==> config.mk <==
export PLATFORM = sky130hd
export DESIGN_NAME = maxpool_fill_scheduler
export DESIGN_NICKNAME = d
export VERILOG_FILES = /design/src/rtl/maxpool_fill_scheduler.sv
export SDC_FILE = /design/constraint.sdc
export NUM_CORES = 1
export LEC_CHECK = 0
export BUFFER_PORTS_ARGS = -buffer_cell sky130_fd_sc_hd__buf_2
export CORE_MARGIN = 2
export CORE_UTILIZATION = 45
export CTS_CLUSTER_DIAMETER = 60
export DETAILED_ROUTE_END_ITERATION = 7
export GPL_ROUTABILITY_DRIVEN = 0
export PLACE_DENSITY = 0.68
export SLEW_MARGIN = 10
export SYNTH_ARGS = -nofsm -noshare
export SYNTH_HDL_FRONTEND = slang
export SYNTH_SLANG_ARGS = --single-unit
export TNS_END_PERCENT = 100
==> constraint.sdc <==
create_clock -name clk -period 5.3 [get_ports clk]
set_input_delay 0 -clock clk [delete_from_list [all_inputs] [get_ports clk]]
set_output_delay 0 -clock clk [all_outputs]
set_load 0.1 [all_outputs]
==> src/rtl/maxpool_fill_scheduler.sv <==
// maxpool_fill_scheduler: walks every 2x2/stride-2 window of one feature map,
// loading window addresses into fill lanes in batches and collecting dones.
module maxpool_fill_scheduler #(
    parameter int matrix_size = 16,
    parameter int add_size    = 14,
    parameter int array_size  = 9
) (
    input  logic                           clk,
    input  logic                           reset,
    input  logic                           start,
    input  logic [add_size-1:0]            base_addr,
    input  logic [array_size-1:0]          lane_done,
    output logic [array_size*add_size-1:0] lane_addr,
    output logic [array_size-1:0]          lane_en,
    output logic                           busy,
    output logic                           pass_done
);
    localparam int half = matrix_size / 2;
    localparam int cw   = (half > 1) ? $clog2(half) : 1;
    localparam int lw   = (array_size > 1) ? $clog2(array_size) : 1;

    typedef enum logic [1:0] {IDLE, ISSUE, WAIT, FIN} state_t;

    state_t                state;
    logic [add_size-1:0]   base_q;
    logic [cw-1:0]         wrow;
    logic [cw-1:0]         wcol;
    logic [lw-1:0]         lane_idx;
    logic [array_size-1:0] active;
    logic [array_size-1:0] complete;
    logic                  all_issued;

    logic [add_size-1:0]   win_addr;
    logic                  last_col;
    logic                  last_win;
    logic                  last_lane;
    logic [array_size-1:0] lane_bit;
    logic [array_size-1:0] complete_n;

    // Address arithmetic is truncated to add_size, so it wraps silently.
    always_comb begin
        win_addr = base_q
                 + add_size'(32'(wrow) * 32'(2 * matrix_size))
                 + add_size'(32'(wcol) * 32'(2));
        last_col   = (wcol == cw'(half - 1));
        last_win   = last_col && (wrow == cw'(half - 1));
        last_lane  = (lane_idx == lw'(array_size - 1));
        lane_bit   = array_size'(1) << lane_idx;
        complete_n = complete | (lane_en & lane_done);
    end

    always_ff @(posedge clk or posedge reset) begin
        if (reset) begin
            state      <= IDLE;
            base_q     <= '0;
            wrow       <= '0;
            wcol       <= '0;
            lane_idx   <= '0;
            active     <= '0;
            complete   <= '0;
            all_issued <= 1'b0;
            lane_addr  <= '0;
            lane_en    <= '0;
            busy       <= 1'b0;
            pass_done  <= 1'b0;
        end else begin
            unique case (state)
                IDLE: begin
                    if (start) begin
                        base_q     <= base_addr;
                        wrow       <= '0;
                        wcol       <= '0;
                        lane_idx   <= '0;
                        active     <= '0;
                        all_issued <= 1'b0;
                        busy       <= 1'b1;
                        state      <= ISSUE;
                    end
                end
                ISSUE: begin
                    lane_addr[32'(lane_idx)*add_size +: add_size] <= win_addr;
                    active   <= active | lane_bit;
                    lane_idx <= lane_idx + 1'b1;
                    wcol     <= last_col ? '0 : wcol + 1'b1;
                    if (last_col)
                        wrow <= wrow + 1'b1;
                    if (last_win)
                        all_issued <= 1'b1;
                    if (last_lane || last_win) begin
                        lane_en  <= active | lane_bit;
                        complete <= '0;
                        state    <= WAIT;
                    end
                end
                WAIT: begin
                    complete <= complete_n;
                    lane_en  <= lane_en & ~lane_done;
                    if (complete_n == active) begin
                        active    <= '0;
                        lane_idx  <= '0;
                        pass_done <= all_issued;
                        state     <= all_issued ? FIN : ISSUE;
                    end
                end
                FIN: begin
                    pass_done <= 1'b0;
                    busy      <= 1'b0;
                    state     <= IDLE;
                end
                default: state <= IDLE;
            endcase
        end
    end
endmodule

# == Word-level counts from Yosys, hierarchy flattened ==
# Cells that the tools add are included.
# totals
reg_bits,182
input_bits,26
output_inout_bits,137
wordCells,84
# op_classes
add_sub_neg,6
multipliers,1
n_eq_ne,12
n_shift,3
n_mux,28
bitwise,5
n_reduce_logical,17
# op_table
operator,count
$bwmux 126,1
$shift 14x34->126 const A,1
$shiftx 14x34->126,1
$mux 9,4
$pmux 9 s2,2
$neg 8->34,1
$pmux 9 s3,1
$and 9x9->9,2
$or 9x9->9,2
$add 14x4->14,1
$add 14x8->14,1
$pmux 3 s2,2
$pmux 4 s3,1
$reduce_and 3->1,4
$ne 2x2->1 const B,5
$reduce_and 2->1,5
$eq 9x9->1,1
$mux 3,3
$not 9->9,1
$shl 1x4->9 const A,1
$mux 2,4
$mux 4,2
$pmux 2 s4,1
$reduce_bool 2->1,4
13 further kinds,21

# == Logic depth before layout (Yosys ltp) ==
# Gate-level depths: netlist of run 1.
# depth
word_depth,5
depth_mapped,16
ltp_nobuf,13

# == Least setup slack after synthesis of run 1 ==
# No wires, ideal clock.
# synth_timing
path_kind,register to register
start,register lane_idx[0]
end,register lane_addr[76]
setup_time_ps,125
arrival_ps,4013
t_required_ps,5175
slack_ps,1161
stages_incl_launch_ff,14
path_buffers,1
synth_period_minus_slack_ps,4139
path_cell_list,dfrtp_1 fa_1 ha_1 inv_1 fa_1 nand3b_1 nand2b_1 a21oi_1 ha_1 clkbuf_1 nand2_1 nor3_1 a32o_1 mux2_2
# synth_between
elab_chain_cells,4
elab_cells_between_ends,5
cone_classes,1 x add/sub; 1 x mul; 2 x shift; 1 x mux
# synth_rtl
element,line_no,rtl
from (decl),28,logic [lw-1:0] lane_idx;
from (signal assigned),83,lane_idx <= lane_idx + 1'b1;
$mul 4x3->7 *,81,lane_addr[32'(lane_idx)*add_size +: add_size] <= win_addr;
$neg 8->34 *,81,
$shiftx 14x34->126 / $shift 14x34->126 (equally long branches),81,
$bwmux 126 *,81,
"to (signal, indexed assignment)",81,
to (decl),13,"output logic [array_size*add_size-1:0] lane_addr,"
# Every way passes the cells marked *; elsewhere a longest branch is shown, timed or not.
# A chain may end at the register's enable or synchronous reset.

# == Worst setup path in the final report of run 1 ==
# layout_timing
start,register lane_idx[2]
end,register lane_addr[111]
# The elaborated chain is that of the path after synthesis.

==> results of run 1 <==
[how the worst max path moves through the flow]
stage | startpoint | end | slack [ps] | cells past startpoint
6_report | lane_idx[2]$_DFFE_PP0P_ | lane_addr[111]$_DFFE_PP0P_ | 660 | 12
5_1_grt | lane_idx[2]$_DFFE_PP0P_ | lane_addr[111]$_DFFE_PP0P_ | 400 | 12
4_1_cts | lane_idx[2]$_DFFE_PP0P_ | lane_addr[111]$_DFFE_PP0P_ | 660 | 12
3_5_place_dp | lane_idx[2]$_DFFE_PP0P_ | lane_addr[111]$_DFFE_PP0P_ | 710 | 12
3_3_place_gp | lane_idx[2]$_DFFE_PP0P_ | lane_addr[113]$_DFFE_PP0P_ | 880 | 12
2_1_floorplan | reset | active[0]$_DFFE_PP0P_ | 360 | 1
[cells in the mapped netlist, drive strengths merged (8+ instances only)]
cell type / count / area share, %
nand4: 18 / 1.1
dfrtp: 182 / 45
inv: 22 / 0.81
o21ai: 55 / 2.7
and2: 8 / 0.49
and3: 9 / 0.55
nor3: 30 / 1.6
xnor2: 16 / 1.4
a31oi: 24 / 1.5
o22ai: 33 / 2.0
nand2b: 9 / 0.55
ha: 24 / 2.9
nor2: 67 / 2.5
nor4: 10 / 0.67
o211ai: 10 / 0.74
a21oi: 60 / 3.0
clkbuf: 23 / 0.85
buf: 24 / 1.1
nand3: 48 / 2.4
nand2: 111 / 4.1
o2bb2ai: 8 / 0.69
mux2: 123 / 14
[through the flow]
| stage | setup WS (ps) | util (%) | std cells |
|---|---|---|---|
| 6_report | 657 | 54.3 | 1509 |
| 5_1_grt | 395 | 54.3 | 1509 |
| 4_1_cts | 663 | 54.3 | 1509 |
| 3_5_place_dp | 706 | 50.7 | 1452 |
| 3_3_place_gp | 885 | 50.7 | 1452 |
| 2_1_floorplan | 356 | - | 1031 |
[layout make-up]
class                   instances  area, um2
fillers                      2055      10200
clock buffers                  18        439
flip-flops and latches        182       4550
repair buffers                208       1220
clock inverters                14        129
multi-input cells             779       5400
well taps                     285        357
inverters                      23       91.3
[worst reg2reg max path: cells and delay by family, from the launching register on]
family / cells / cell delay [ps]
compound gates: 2 / 950
fa+ha+maj: 4 / 1770
buf+inv: 1 / 80
flops: 1 / 500
mux: 1 / 320
simple gates: 4 / 920
[sequential cells by signal, summed over array words and instances (netlist names)]
register    cells
base_q         14
all_issued      1
wcol            3
complete        9
lane_idx        4
wrow            3
lane_en         9
state           2
lane_addr     126
pass_done       1
active          9
busy            1
[routing by layer]
layer	vias up	routed length (um)	GRT usage, %
met5	-	0	0
met4	0	1110	10.0
met3	106	2900	7.28
met2	465	13400	39.2
met1	4348	13200	34.9
li1	4191	-	-
[timing repair]
action,4_1_cts,5_1_grt
hold buffers,25,0
endpoints found under the hold margin,97,0
resized for setup,0,0
setup endpoints to repair,0,0
[cells by family after synthesis]
group,synth area share [%]
compound gates,17.0
simple gates,15.7
fa+ha+maj,3.92
xor+xnor,1.79
flops,44.6
mux,14.2
buf+inv,2.81
==> results_dict.tcl, run 1 <==
set metrics [dict create \
    port_buffers 162 \
    reg2regPathDepth 12 \
    area_growth_pct 19.4 \
    synth.distinct_cells 76 \
    fin_skew_ps 19.3 \
    status "finished, final reports clean" \
    synth-seq-area-share_pct 44.6 \
    cts_max_path_buffers 2 \
    criticalPathCategory "flop to flop" \
    core_um2 22400 \
    start_util_pct 45.5 \
    cts.sinks 182 \
    hp-class "primary input to asynchronous set/reset pin" \
    grt_pass1_wl_um 48500 \
    ioPinCount 163 \
    postCtsSetupBuffers 0 \
    grt_pass1_vias 8891 \
    drt_iter0_markers 1052 \
    fmax_ghz 0.215 \
    dp_hpwl_um 22400 \
    final_cell_mix "dfrtp_1 (182), buf_2 (162), mux2_2 (122), nand2_1 (111), nor2_1 (67)" \
    synthArstFlopShare_pct 100 \
    avgSynthCellArea_um2 9.91 \
    cp_top_family "adder cells" \
    vias 9110 \
    dieHeight_um 155 \
    cts-root-buf "clkbuf_16" \
    hold_viol 0 \
    grt_max_degree 66 \
    path_buf_inv 1 \
    fin_crit_ps 4640 \
    clkLatencyLatePin_ps 450 \
    worstPathArrival_ps 4970 \
    crit_path_cell_trace "fa_1 -> ha_1 -> inv_1 -> fa_1 -> nand3b_1 -> nand2b_1 -> a21oi_1 -> ha_1 -> nand2_1 -> a211oi_2 -> nand4_1 -> mux2_2" \
    rows 55 \
    rr_endpoint "lane_addr[111]$_DFFE_PP0P_" \
    antenna_left 0 \
    synth-edff-count 0 \
    post-route-period-util_pct 87.6 \
    path_max_fanout 10 \
    slowest_stage "a211oi_2" \
    ff2ff_setup_slack_ps 660 \
    grt_setup_unrepaired "no" \
    cp.required_ps 5620 \
    final_max_slew_viol_count 0 \
    finalSetupViolations 0 \
    r2r-start "lane_idx[2]$_DFFE_PP0P_" \
    drc 0 \
    setup_tns_ps 0 \
    cts-buffers-inserted 17 \
    fin_nets 1266 \
    die_x_um 155 \
    grt_antenna_before_repair 0 \
    grt_overflow 0 \
    layout_commonest_cell "dfrtp_1" \
    synth.ff_latch_count 182 \
    stdcell_area_um2 12200 \
    cts_tree "built" \
    fp.dieArea_um2 23900 \
    htree_num_levels 4 \
    drive_gt1_share_pct 29.2 \
    worst_pin_slew_ps 1090 \
    path_clk_slew_ps 70 \
    max_stage_delay_ps 760 \
    route.detailed.wl_per_inst_um 20.3 \
    netlist_area_um2 10200 \
    synthCells 1031 \
    grt_usage_pct 25.8 \
    vias_per_cell 6.04 \
    ys_warn_count 0 \
    synth.net_count 1086 \
    ys.flop_type "dfrtp_1" \
    critPathLaunchType "flop" \
    dr.pass1.iters 6 \
    drv_cap 0 \
    relSlewSlack_pct 26.8 \
    routed_wl_um 30700 \
    whs_ps 177 \
    postPlaceCellArea_um2 11400 \
    crit_path_end_kind "flop" \
    insertedDiodeCount 0 \
]
Power of run 1 is left out: the tool's default activity adds up to more than one toggle a clock period on the data nets, which glitch-free logic cannot reach.
==> run 2, diff against run 1 <==
- REMOVE_ABC_BUFFERS: unset -> 1
==> run 2 against run 1 <==
First-iteration DRC count down 4.8%. Wire length shrank 1.0%. Via count up 0.87%. Final area rose by 0.26%. Setup slack better by 49 ps. Clock-buffer cell count decreased by 1. Cell count increased by 0.13%. Utilization grew 0.14 points.
==> results_dict.tcl, run 2 (synthesis results as in run 1) <==
set metrics [dict create \
    status "finished, final reports clean" \
    crit_path_end_kind "flop" \
    fin_util_pct 54.5 \
    ctsResizeCount 0 \
    ioPinCount 163 \
    grt_overflow 0 \
    clkLatencyLatePin_ps 450 \
    critPathLaunchType "flop" \
    hp-class "primary input to asynchronous set/reset pin" \
    final_cell_mix "dfrtp_1 (182), buf_2 (162), mux2_2 (122), nand2_1 (111), nor2_1 (67)" \
    final_max_slew_viol_count 0 \
    fp.dieArea_um2 23900 \
    start_util_pct 45.5 \
    dp_hpwl_um 22200 \
    drt_iter0_markers 1001 \
    die_x_um 155 \
    grt_antenna_before_repair 0 \
    grt_pass1_wl_um 48100 \
    cts.sinks 182 \
    cp_top_family "adder cells" \
    fin_skew_ps 16.6 \
    insertedDiodeCount 0 \
    antenna_left 0 \
    regMostFlops "lane_addr" \
    cts_max_path_buffers 2 \
    postCtsSetupBuffers 0 \
    core_um2 22400 \
    vias 9189 \
    finalSetupViolations 0 \
    worst_pin_slew_ps 1140 \
    hold_viol 0 \
    criticalPathCategory "flop to flop" \
    route.detailed.wl_per_inst_um 20.1 \
    cts_tree "built" \
    vias_per_cell 6.08 \
    layout_commonest_cell "dfrtp_1" \
    reg_top3 "lane_addr (126), base_q (14)" \
    cp.required_ps 5620 \
    cts-root-buf "clkbuf_16" \
    setup_tns_ps 0 \
    slowest_stage "fa_1" \
    dieHeight_um 155 \
    fin_nets 1268 \
    port_buffers 162 \
    crit_path_cell_trace "buf_4 -> ha_1 -> ha_1 -> inv_1 -> fa_1 -> nand3b_1 -> nand2b_1 -> a21oi_1 -> ha_1 -> nand2_1 -> a211oi_2 -> buf_4 -> nand3_1 -> mux2_1" \
    rows 55 \
    drive_gt1_share_pct 29.4 \
    worstPathArrival_ps 4910 \
    cts-buffers-inserted 17 \
    grt_max_degree 71 \
    dr.pass1.iters 5 \
    n_fill_cell 2024 \
    max_stage_delay_ps 670 \
    drv_cap 0 \
    grt_pass1_vias 8691 \
    place_ws_ps 797 \
    path_buf_inv 3 \
    relSlewSlack_pct 23.9 \
    area_growth_pct 19.7 \
    largest_register_ff_count 126 \
    cp-startpoint "lane_idx[0]$_DFFE_PP0P_" \
    drc 0 \
    grt_usage_pct 25.4 \
    critPathMostFrequentCell "ha_1" \
    grt_setup_unrepaired "no" \
    r2r-start "lane_idx[0]$_DFFE_PP0P_" \
    fin_crit_ps 4590 \
    finalWorstSetupSlack_ps 706 \
    postCtsHoldBufs 25 \
    path_clk_slew_ps 70 \
    htree_num_levels 4 \
    post-route-period-util_pct 86.7 \
    routed_wl_um 30300 \
    path_max_fanout 33 \
    fmax_ghz 0.218 \
]
run 2: cell types whose count changed in the layout (fill, tap and decap cells not counted):
| cell | before | now |
|---|---|---|
| inv_6 | 8 | 3 |
| a211oi_2 | 1 | 2 |
| clkbuf_8 | 1 | 0 |
| clkinv_8 | 1 | 2 |
| a211oi_1 | 6 | 5 |
| buf_4 | 21 | 23 |
| clkinvlp_4 | 2 | 3 |
| inv_8 | 2 | 6 |
run 2: path summary, 6_finish.rpt:
path	to	slack (ps)	depth (start not counted)
max	lane_addr[96]$_DFFE_PP0P_	710	14
min	lane_addr[17]$_DFFE_PP0P_	190	3
max reg2reg	lane_addr[96]$_DFFE_PP0P_	710	14
min reg2reg	lane_addr[125]$_DFFE_PP0P_	480	2
max in group asynchronous	base_q[5]$_DFFE_PP0P_	3800	4
min in group clk	base_q[8]$_DFFE_PP0P_	330	4
run 2: metal layers:
layer,vias to the layer above,track usage [%],wire (um)
met5,-,0,0
met4,0,10.5,1060
met3,77,5.60,2610
met2,489,38.2,13500
met1,4423,35.7,13200
li1,4200,-,-
run 2: final cells by class:
class / count / area (um2) / area share, %
inverter: 23 / 91.3 / 0.747
clock buffer: 17 / 425 / 3.48
clock inverter: 15 / 154 / 1.26
multi-input combinational: 779 / 5410 / 44.2
tap: 285 / 357 / 2.92
timing repair buffer: 210 / 1230 / 10.1
sequential: 182 / 4550 / 37.3
run 2: worst min-delay path: stages:
cell and delay [ps]:
dlygate4sd3_1 530, buf_2 140, inv_6 440
run 2: per-stage QoR:
stage / cells / cell area [um2] / hold slack, ps
6_report: 1511 / 12200 / 192
5_1_grt: 1511 / 12200 / 270
4_1_cts: 1511 / 12200 / 210
3_5_place_dp: 1454 / 11400 / 141
3_3_place_gp: 1454 / 11400 / 141
2_1_floorplan: 984 / 10000 / 117
Power of run 2 is left out for the same reason.
